## src/rtl/fas_pkg.sv

```systemverilog
// Shared sizes and state encodings for the FIR-to-FFT frame buffer.
package fas_pkg;

  localparam int DW = 16;
  localparam int N  = 16;
  localparam int PW = $clog2(N);

  typedef enum logic [1:0] {
    EMPTY,
    FILLING,
    FULL
  } bank_state_e;

  typedef enum logic {
    IDLE,
    PRESENT
  } rd_state_e;

endpackage

```

## src/rtl/frame_bank.sv

```systemverilog
// N x DW sample register bank: one indexed write port, whole bank visible in parallel.
// Write lands on the rising edge; the read bus is the raw register contents.
module frame_bank #(
  parameter int  DW = 16,
  parameter int  N  = 16,
  localparam int AW = (N > 1) ? $clog2(N) : 1
) (
  input  logic          clk_i,
  input  logic          rst_ni,
  input  logic          wr_en_i,
  input  logic [AW-1:0] wr_idx_i,
  input  logic [DW-1:0] wr_dat_i,
  output logic [N*DW-1:0] rd_dat_o
);

  for (genvar i = 0; i < N; i++) begin : g_word
    logic [DW-1:0] word_q;

    always_ff @(posedge clk_i or negedge rst_ni) begin
      if (!rst_ni) begin
        word_q <= '0;
      end else if (wr_en_i && (wr_idx_i == AW'(i))) begin
        word_q <= wr_dat_i;
      end
    end

    assign rd_dat_o[i*DW +: DW] = word_q;
  end

endmodule

```

## src/rtl/fir_frame_buffer.sv

```systemverilog
// Packs the FIR sample stream into N-sample frames via ping-pong banks; fft_valid rises one
// cycle after the Nth sample when idle. FIR side never stalls: samples arriving with no free bank are dropped.
module fir_frame_buffer #(
  parameter int DW = fas_pkg::DW,
  parameter int N  = fas_pkg::N
) (
  input  logic            clk,
  input  logic            rst,
  input  logic [DW-1:0]   fir_d,
  input  logic            fir_valid,
  input  logic            fft_ready,
  output logic            fft_valid,
  output logic [N*DW-1:0] fft_data,
  output logic            overrun
);

  import fas_pkg::*;

  localparam int AW = $clog2(N);

  bank_state_e     bank_st_q [2];
  bank_state_e     bank_st_d [2];
  rd_state_e       rd_st_q, rd_st_d;
  logic [AW-1:0]   wcnt_q, wcnt_d;
  logic            wbank_q, wbank_d;
  logic            rbank_q, rbank_d;
  logic            ovr_q, ovr_d;

  logic [N*DW-1:0] bank_dat [2];
  logic [1:0]      bank_we;
  logic            handshake;
  logic            wbank_full;
  logic            wr_en;

  assign fft_valid = (rd_st_q == PRESENT);
  assign handshake = fft_valid && fft_ready;

  // A bank released by this cycle's handshake is immediately writable.
  assign wbank_full = (bank_st_q[wbank_q] == FULL) && !(handshake && (rbank_q == wbank_q));
  assign wr_en      = fir_valid && !wbank_full;
  assign bank_we    = {wr_en && wbank_q, wr_en && !wbank_q};

  always_comb begin
    wcnt_d    = wcnt_q;
    wbank_d   = wbank_q;
    ovr_d     = ovr_q | (fir_valid && wbank_full);
    bank_st_d = bank_st_q;

    if (handshake) begin
      bank_st_d[rbank_q] = EMPTY;
    end

    if (wr_en) begin
      if (wcnt_q == AW'(N - 1)) begin
        bank_st_d[wbank_q] = FULL;
        wcnt_d             = '0;
        wbank_d            = ~wbank_q;
      end else begin
        bank_st_d[wbank_q] = FILLING;
        wcnt_d             = wcnt_q + 1'b1;
      end
    end
  end

  // Stay in PRESENT using next-cycle bank state so a frame completing during the handshake goes out back-to-back.
  always_comb begin
    rd_st_d = rd_st_q;
    rbank_d = rbank_q;

    case (rd_st_q)
      IDLE: begin
        if (bank_st_q[rbank_q] == FULL) begin
          rd_st_d = PRESENT;
        end
      end
      PRESENT: begin
        if (handshake) begin
          rbank_d = ~rbank_q;
          rd_st_d = (bank_st_d[~rbank_q] == FULL) ? PRESENT : IDLE;
        end
      end
      default: rd_st_d = IDLE;
    endcase
  end

  always_ff @(posedge clk or negedge rst) begin
    if (!rst) begin
      wcnt_q       <= '0;
      wbank_q      <= 1'b0;
      rbank_q      <= 1'b0;
      ovr_q        <= 1'b0;
      rd_st_q      <= IDLE;
      bank_st_q[0] <= EMPTY;
      bank_st_q[1] <= EMPTY;
    end else begin
      wcnt_q    <= wcnt_d;
      wbank_q   <= wbank_d;
      rbank_q   <= rbank_d;
      ovr_q     <= ovr_d;
      rd_st_q   <= rd_st_d;
      bank_st_q <= bank_st_d;
    end
  end

  for (genvar b = 0; b < 2; b++) begin : g_bank
    frame_bank #(
      .DW(DW),
      .N (N)
    ) u_bank (
      .clk_i   (clk),
      .rst_ni  (rst),
      .wr_en_i (bank_we[b]),
      .wr_idx_i(wcnt_q),
      .wr_dat_i(fir_d),
      .rd_dat_o(bank_dat[b])
    );
  end

  assign fft_data = rbank_q ? bank_dat[1] : bank_dat[0];
  assign overrun  = ovr_q;

endmodule

```

## config.mk

```make
export PLATFORM = sky130hd
export DESIGN_NAME = fir_frame_buffer
export DESIGN_NICKNAME = d
export VERILOG_FILES = /design/src/rtl/fas_pkg.sv /design/src/rtl/frame_bank.sv /design/src/rtl/fir_frame_buffer.sv
export SDC_FILE = /design/constraint.sdc
export NUM_CORES = 1
export LEC_CHECK = 0
export ABC_AREA = 1
export CORE_MARGIN = 5
export CORE_UTILIZATION = 51
export CTS_CLUSTER_SIZE = 28
export DETAILED_ROUTE_END_ITERATION = 10
export PLACE_DENSITY = 0.82
export SYNTH_ARGS = -nofsm -noshare
export SYNTH_HDL_FRONTEND = slang
export SYNTH_HIERARCHICAL = 1
export SYNTH_SLANG_ARGS = --single-unit
export TNS_END_PERCENT = 1
```

## constraint.sdc

```tcl
create_clock -name clk -period 2 [get_ports clk]
set_input_delay 0.4 -clock clk [delete_from_list [all_inputs] [get_ports clk]]
set_output_delay 0.4 -clock clk [all_outputs]
set_load 0.01 [all_outputs]
```

==> results.yml <==
synthesis:
  synth_seq_cells: 524
  synth_top_cell_by_area: "dfrtp_1"
  synth_cell_types: 32
  yosys.cell_count.top_type: "nand2_1"
  synthCells: 3370
  synth_commonest_cells: "1980 x nand2_1, 524 x dfrtp_1, 224 x nand4_1"
  synth_top_area_share_pct: 51.88
  yosys_warnings: 6
  ys_seq_area_share_pct: 51.88
  synth_edf_count: 0
  synthArstFlopShare_pct: 100.0
  syn_area_um2: 25270
  avgSynthCellArea_um2: 7.499
  ys.flop_type: "dfrtp_1"
  synth_fp_nets: 3391
  synth_area_leaders: "dfrtp_1 52%, nand2_1 29%, nand4_1 5.5%"
pwr:
  switching_power_mw: 23.18
  internal_power_mw: 33.14
  p_seq_share_pct: 32.1
  leakagePower_nw: 17.38
  comb_power_share_pct: 49.3
  powerDensity_nw_per_um2: 1748
  p_clk_share_pct: 18.6
  peakVddDrop_mv: 1.019
  total_power_mw: 56.32
  p_sw_share_pct: 41.16
final_layout:
  final_area_um2: 32210
  antennaDiodeCount: 0
  fin_cells: 4360
  drive_gt1_share_pct: 13.91
  nNetsFinal: 3675
  area_growth_pct: 27.45
sta:
  period_needed_ns: 2.765
  setup_tns_ns: -194.10
  max_slew_margin_pct: 60.88
  fmax_mhz: 361.7
  clock_skew_ns: 0.01839
  rsz0062_at_grt: "true"
  final-hold-violation-count: 0
  fin_ws_ns: -0.7646
  slew_viol_final: 0
  tightest_slew_ns: 0.5868
  period_share_pct: 138.2
  setup_violations: 752
floorplan:
  initial_core_util_pct: 51.63
  ioPinCount: 278
  die_x_um: 232.6
  design.core.area_um2: 48950
  die_h_um: 232.6
  rows: 81
  dieArea_um2: 54110
run_status:
  violations: "negative setup slack"
  status: "complete, but fails checks"
critical_path:
  path_max_fanout: 16
  end_kind: "primary output"
  cp-start-kind: "register"
  cp_slowest_cell: "dfrtp_4"
  arrival_ns: 2.36
  crit_chain: "inv_12 -> buf_4 -> nand2_1 -> nand2_1 -> clkdlybuf4s50_1"
  path_class: "register to primary output"
  crit_required_ns: 1.60
  critical_path.max_stage_delay_ns: 0.57
  worst_path_most_repeated_cell: "nand2_1"
routing:
  firstDrtPassIters: 6
  via_count: 24122
  avgViaCountPerCell: 5.533
  antenna_left: 0
  routed_wl_um: 83840
  initialDrtViolationCount: 2424
  drc: 0
  wl_per_cell_um: 19.23
place:
  dpl.cell_count: 4254
  dp_hpwl_um: 53280
  place_congestion: 0.8595
  place_ws_ns: -0.3915
  portBuffers: 277
  placed_area_um2: 30020
clocking:
  cts-buffers-inserted: 53
  clkLatencyLatePin_ns: 0.61
  htree_levels: 2
  clockBufferDepth: 3
  clkTransAtPathRegs_ns: 0.06
  cts_sinks: 524
  cts_tree: "yes"
  clockRootBuffer: "clkbuf_16"
global_route:
  grt.busiest_layer: "met2"
  grt_overflow: 0
  use_met2_pct: 47.81
  antenna_found_initial: 0
  use_met3_pct: 6.065
  grt_max_degree: 60
  grt_pass1_vias: 23153
  track_usage_pct: 30.52
  grt_first_pass_wirelength_um: 131000
  use_met1_pct: 41.71
worst_hold_path:
  hold_class: "input port to register"
flow_run:
  maxCapViolCount: 0
## power groups by stage
stage | sequential [mW] | combinational (mW) | clock [mW]
after global routing | 18.6 | 30.1 | 11.0
after detailed placement | 18.0 | 27.0 | 0
after global placement | 17.9 | 26.5 | 0
after CTS | 18.0 | 27.2 | 10.5
final | 18.1 | 27.8 | 10.5
after floorplan | 17.4 | 14.1 | 0
## cell usage in the layout (no fill, tap or decap), types with 13 or more instances in the layout
cell type	Yosys	routed
buf_6	1	55
clkbuf_8	0	15
buf_4	3	117
nand3_1	24	19
nor2_4	8	15
buf_2	105	38
nand2_2	10	60
nand2_1	1980	1924
nand4_1	224	224
nor2_2	18	14
o21bai_1	128	128
dfrtp_1	524	523
buf_12	0	61
clkbuf_2	0	19
clkbuf_1	140	13
clkdlybuf4s50_1	0	168
inv_1	140	138
clkbuf_16	0	57
## timing repair
item                       CTS  global route
gates cloned                 1             2
hold endpoints to repair    25             0
resized for setup          225           182
setup buffers                0             5
setup endpoints to repair  692           770
pin swaps                    8            11
hold buffers                 1             0
## state kept, by name, summed over array words and instances (netlist names)
name                         count
rbank_q                          1
overrun                          1
wbank_q                          1
g_bank.u_bank/g_word.word_q    512
fft_valid                        1
bank_st_q                        4
wcnt_q                           4
## logic make-up after synthesis
group                    after synthesis  share of synthesized area (%)
AO/OA/AOI/OAI                        136                          4.010
flip-flops                           524                          51.88
XOR/XNOR                               3                         0.1040
AND/OR/NAND/NOR                     2290                          37.15
buffers and inverters                415                          6.768
multiplexers                           1                        0.03961
adder cells (fa/ha/maj)                1                        0.04950
## per-stage QoR
stage                     hold WS (ns)  util [%]
after floorplan                 0.1044         -
after global placement          0.3839     61.32
after detailed placement        0.3842     61.32
after CTS                       0.1842     65.35
after global routing            0.2326     65.80
final                           0.2245     65.80
## metal layers
metal / share of wire [%] / vias up
met1: 39 / 11521
met2: 46 / 1345
li1: - / 11026
met4: 4.4 / 0
met3: 9.9 / 230
met5: 0 / -
## layout make-up
| class | count | area [um2] |
|---|---|---|
| clock inverters | 14 | 201.4 |
| clock buffers | 83 | 1632 |
| flip-flops and latches | 524 | 13120 |
| repair buffers | 491 | 5126 |
| well taps | 664 | 830.8 |
| fillers | 3828 | 16740 |
| multi-input cells | 2431 | 10710 |
| inverters | 153 | 594.3 |
## path summary, 6_finish.rpt
path | start | end | slack (ns) | cells after the start
worst max-delay path | rbank_q | fft_data[2] | -0.76 | 5
min in group asynchronous | rst | g_bank[0].u_bank/g_word[14].word_q[3] | 0.31 | 2
max in group asynchronous | rst | g_bank[1].u_bank/g_word[10].word_q[11] | 0.87 | 3
worst min register to register | g_bank[1].u_bank/g_word[11].word_q[0] | g_bank[1].u_bank/g_word[11].word_q[0] | 0.47 | 2
worst min-delay path | fir_d[8] | g_bank[0].u_bank/g_word[8].word_q[8] | 0.22 | 3
worst max register to register | rbank_q | g_bank[0].u_bank/g_word[6].word_q[9] | -0.24 | 12
## critical path: cells and delay by family, from the launching register on
family                 cells  cell delay [ns]
and+or+nand+nor            2             0.20
buffers and inverters      3             0.96
DFF                        1             0.57
No activity file was read; power rests on OpenSTA's default activity.
